[src/rtl/oam_dma_ctrl.sv]
// oam_dma_ctrl - sprite DMA controller and CPU bus arbiter.
// A CPU write to DMA_REG with page P takes over the shared CPU bus. The block
// stalls the CPU and copies $P00-$PFF into OAM_PORT as alternating read and
// write cycles. Outside a transfer the CPU bus passes straight through.
// Optional feature macro: OAM_DMA_ODD_ALIGN_EN. When defined, a free-running
// parity bit inserts one ALIGN cycle if the HALT cycle falls on odd parity.
//
// Handshake: cpu_rdy=1 means the CPU may complete its current bus cycle on the
// next rising edge. cpu_rdy=0 means the CPU must hold that cycle unchanged.
// cpu_rdy is decoded from the state register, so it drops in the cycle after
// the trigger edge and rises in the cycle after the last OAM write.
module oam_dma_ctrl #(
   parameter logic [15:0] DMA_REG  = 16'h4014,
   parameter logic [15:0] OAM_PORT = 16'h2004
) (
   input  logic        clk,
   input  logic        reset,
   input  logic        cpu_en,
   input  logic        cpu_write,
   input  logic [15:0] cpu_addr,
   input  logic [7:0]  cpu_dout,
   output logic        cpu_rdy,
   output logic        bus_en,
   output logic        bus_write,
   output logic [15:0] bus_addr,
   output logic [7:0]  bus_dout,
   input  logic [7:0]  bus_din,
   output logic        dma_busy
);

   typedef enum logic [2:0] {
      S_IDLE  = 3'd0,
      S_HALT  = 3'd1,
      S_ALIGN = 3'd2,
      S_READ  = 3'd3,
      S_WRITE = 3'd4
   } state_t;

   state_t     r_state;
   logic [7:0] r_page;
   logic [7:0] r_idx;
   logic       w_trigger;
   logic       w_align;

   assign w_trigger = cpu_en & cpu_write & (cpu_addr == DMA_REG);

`ifdef OAM_DMA_ODD_ALIGN_EN
   logic r_parity;

   // Free-running parity; models the 2A03 get/put cycle phase
   always_ff @(posedge clk or negedge reset) begin
      if (!reset) begin
         r_parity <= 1'b0;
      end else begin
         r_parity <= ~r_parity;
      end
   end

   assign w_align = r_parity;
`else
   // Without the alignment feature the ALIGN state is never entered
   assign w_align = 1'b0;
`endif

   // Transfer sequencer: trigger, halt, optional align, then 256 read/write pairs
   always_ff @(posedge clk or negedge reset) begin
      if (!reset) begin
         r_state <= S_IDLE;
         r_page  <= 8'd0;
         r_idx   <= 8'd0;
      end else begin
         case (r_state)
            S_IDLE: begin
               if (w_trigger) begin
                  r_page  <= cpu_dout;
                  r_idx   <= 8'd0;
                  r_state <= S_HALT;
               end
            end
            S_HALT: begin
               r_state <= w_align ? S_ALIGN : S_READ;
            end
            S_ALIGN: begin
               r_state <= S_READ;
            end
            S_READ: begin
               r_state <= S_WRITE;
            end
            S_WRITE: begin
               // idx wraps 255->0 on the last byte, leaving it clean for the next run
               r_idx <= r_idx + 8'd1;
               if (r_idx == 8'hFF) begin
                  r_state <= S_IDLE;
               end else begin
                  r_state <= S_READ;
               end
            end
            default: begin
               r_state <= S_IDLE;
            end
         endcase
      end
   end

   // Bus mux: pass-through in IDLE, DMA cycles otherwise. bus_din feeds the
   // write combinationally because it returns the data of the preceding READ.
   always_comb begin
      cpu_rdy   = 1'b0;
      dma_busy  = 1'b1;
      bus_en    = 1'b0;
      bus_write = 1'b0;
      bus_addr  = 16'h0000;
      bus_dout  = 8'h00;
      case (r_state)
         S_IDLE: begin
            cpu_rdy   = 1'b1;
            dma_busy  = 1'b0;
            bus_en    = cpu_en;
            bus_write = cpu_write;
            bus_addr  = cpu_addr;
            bus_dout  = cpu_dout;
         end
         S_READ: begin
            bus_en    = 1'b1;
            bus_addr  = {r_page, r_idx};
         end
         S_WRITE: begin
            bus_en    = 1'b1;
            bus_write = 1'b1;
            bus_addr  = OAM_PORT;
            bus_dout  = bus_din;
         end
         default: begin
            // HALT and ALIGN leave the bus idle
         end
      endcase
   end

endmodule

[config.mk]
export PLATFORM = sky130hd
export DESIGN_NAME = oam_dma_ctrl
export DESIGN_NICKNAME = d
export VERILOG_FILES = /design/src/rtl/oam_dma_ctrl.sv
export SDC_FILE = /design/constraint.sdc
export NUM_CORES = 1
export LEC_CHECK = 0
export CAP_MARGIN = 20
export CORE_AREA = 2 2 70 55
export CTS_BUF_LIST = sky130_fd_sc_hd__clkbuf_8
export DETAILED_ROUTE_END_ITERATION = 12
export DIE_AREA = 0 0 72 57
export PLACE_DENSITY = 0.72
export REMOVE_ABC_BUFFERS = 1
export SYNTH_ARGS = -nofsm -noshare
export SYNTH_HDL_FRONTEND = slang
export SYNTH_SLANG_ARGS = --single-unit
[constraint.sdc]
create_clock -name clk -period 3.9 [get_ports clk]
set_input_delay 0.39 -clock clk [delete_from_list [all_inputs] [get_ports clk]]
set_output_delay 0.39 -clock clk [all_outputs]
set_load 0.03 [all_outputs]
==> results.toml <==
[cts]
root_buffer = "clkbuf_8"
cts_buffer_depth = 2
clock_sinks = 19
ctsResizeCount = 0
cts_hold_buf = 0
clock_latency_ns = 0.25
clkTransAtPathRegs_ns = 0.06
cts_tree = "yes"
numCtsBuffers = 3
cts_setup_buffers = 0
htree_levels = 1

[cells_and_area]
drive_gt1_share_pct = 9.392
post-route-util_pct = 53.60
area_growth_pct = 61.14
antennaDiodeCount = 0
fillers = 304
fin_nets = 219

[sta]
setup_viol = 0
hold_violations = 0
clock_skew_ns = 0.001771
period_share_pct = 73.07
finalSetupTns_ns = 0
worstMarginPinSlew_ns = 0.9234
maxSlewViolCount = 0
relSlewSlack_pct = 38.24
max_freq_mhz = 350.9
finalCriticalPeriod_ns = 2.850
rsz0062_at_grt = "no"

[logic_synthesis]
synthTopCellsByArea = "dfrtp_1 (41%), a22o_1 (16%), mux2_2 (7.8%)"
async_reset_ff_share_pct = 100.0
synth_warnings = 0
synth_common_cells = "a22o_1 (21), dfrtp_1 (19), nand2_1 (16)"
synthFlopType = "dfrtp_1"
synth.distinct_cells = 30
ys_ff_latch = 19
yosysTopAreaCell = "dfrtp_1"
synth_cells = 119
netlist_area_um2 = 1162
synth_top_area_share_pct = 40.90
synth_edf_count = 0
yosysMostFrequentCell = "a22o_1"
syn_avg_cell_area_um2 = 9.768
synth-seq-area-share_pct = 40.90

[place]
routabilityCongestion = 0.8368
dpl.hpwl_mm = 2.828
io_buffers = 63

[floorplanning]
std_cell_rows = 19
die_area_um2 = 4104
die_w_um = 72
die_h_um = 57
io_pins = 64
start_util_pct = 33.26
core_um2 = 3495

[worst_setup_path]
crit_required_ns = 3.51
crit_arrival_ns = 2.46
worstSetupPathType = "reg -> out"
end_kind = "primary output"
crit_fanout = 24
cp-start-kind = "register"

[global_routing]
grt_max_degree = 25
grt_antenna_before_repair = 0
grt_overflow = 0
grt_pass1_vias = 1156
grt_pass1_wl_mm = 5.692
track_usage_pct = 18.07

[detailed_routing]
finalWirelength_mm = 3.608
via_per_inst = 5.363
drc = 0
drtIter0Drc = 30
drtAntennaViolNets = 0
vias = 1196
dr.pass1.iters = 4
avgRoutedWirePerCell_um = 16.18

[power_and_ir_drop]
p_per_area_nw_per_um2 = 782.0
power_leakage_nw = 0.7597
power_w = 0.001465
ir_drop_mv = 0.4358

[status]
status = "finished clean"

[worst_hold_path]
hp-class = "reg -> reg"

[run]
cap_violations = 0
-- sequential cells by signal, indices dropped and copies added, names as in the netlist --
| signal | count |
|---|---|
| r_state | 3 |
| r_page | 8 |
| r_idx | 8 |
-- critical path, stage by stage, from the launching register on --
cell             delay [ns]
dfrtp_1                0.46
nor3_4                 0.80
a22o_2                 0.28
clkdlybuf4s50_1        0.67
-- metrics by stage --
stage	setup WS, ns	cells	instance area (µm²)	hold WS, ns
after floorplan	1.356	113	1137	0.09441
after global placement	1.298	219	1828	0.4906
after detailed placement	1.258	219	1828	0.4981
after CTS	1.043	223	1873	0.5129
after global routing	0.8938	223	1873	0.5323
final	1.050	223	1873	0.5077
-- report_power, final --
group | internal [W] | switching [W] | total [W]
registers | 0.000253 | 0.0000889 | 0.000342
logic | 0.000432 | 0.000560 | 0.000992
clock network | 0.0000699 | 0.0000603 | 0.000130
-- per-layer routing --
| layer | GRT usage (%) | wire length, µm | up-vias |
|---|---|---|---|
| met5 | 0 | 0 | - |
| li1 | - | - | 579 |
| met2 | 29.10 | 1634 | 57 |
| met3 | 5.300 | 371 | 0 |
| met4 | 1.887 | 0 | 0 |
| met1 | 25.17 | 1602 | 560 |
-- final cells by class --
class	instances	area, µm²	area share [%]
multi-input cells	93	658.1	35.14
repair buffers	64	638.1	34.07
flip-flops and latches	19	475.5	25.38
well taps	42	52.55	2.806
clock buffers	3	41.29	2.204
clock inverters	1	3.754	0.2004
inverters	1	3.754	0.2004
-- kinds of logic after synthesis --
kind of cell             after synthesis  synth area share (%)
buffers and inverters                  7                 2.475
multiplexers                           9                 8.612
AO/OA/AOI/OAI                         35                 23.25
flip-flops                            19                 40.90
adder cells (fa/ha/maj)                1                 1.076
AND/OR/NAND/NOR                       45                 21.42
XOR/XNOR                               3                 2.261
-- final timing paths --
path	slack, ns	end	depth (start not counted)	start
max	1.05	bus_addr[15]	3	r_state[1]$_DFFE_PN0P_
min	0.51	r_page[5]$_DFFE_PN0P_	1	r_page[5]$_DFFE_PN0P_
max reg2reg	1.35	r_page[0]$_DFFE_PN0P_	4	r_state[1]$_DFFE_PN0P_
min reg2reg	0.51	r_page[5]$_DFFE_PN0P_	1	r_page[5]$_DFFE_PN0P_
max in group asynchronous	2.76	r_page[6]$_DFFE_PN0P_	1	reset
min in group asynchronous	0.62	r_idx[0]$_DFFE_PN0P_	1	reset
-- cells in the final DEF (no fill, tap or decap), drive strengths merged, types with 2 or more instances in the layout --
cell	n
clkdlybuf4s50	63
a22o	22
dfrtp	19
nand2	16
nor2	9
mux2	8
o21ai	7
nor3	5
nor4b	3
xnor2	3
clkbuf	3
nor4	3
inv	2
nor2b	2
nand3	2
a31oi	2
No activity file was read; power rests on OpenSTA's default activity.
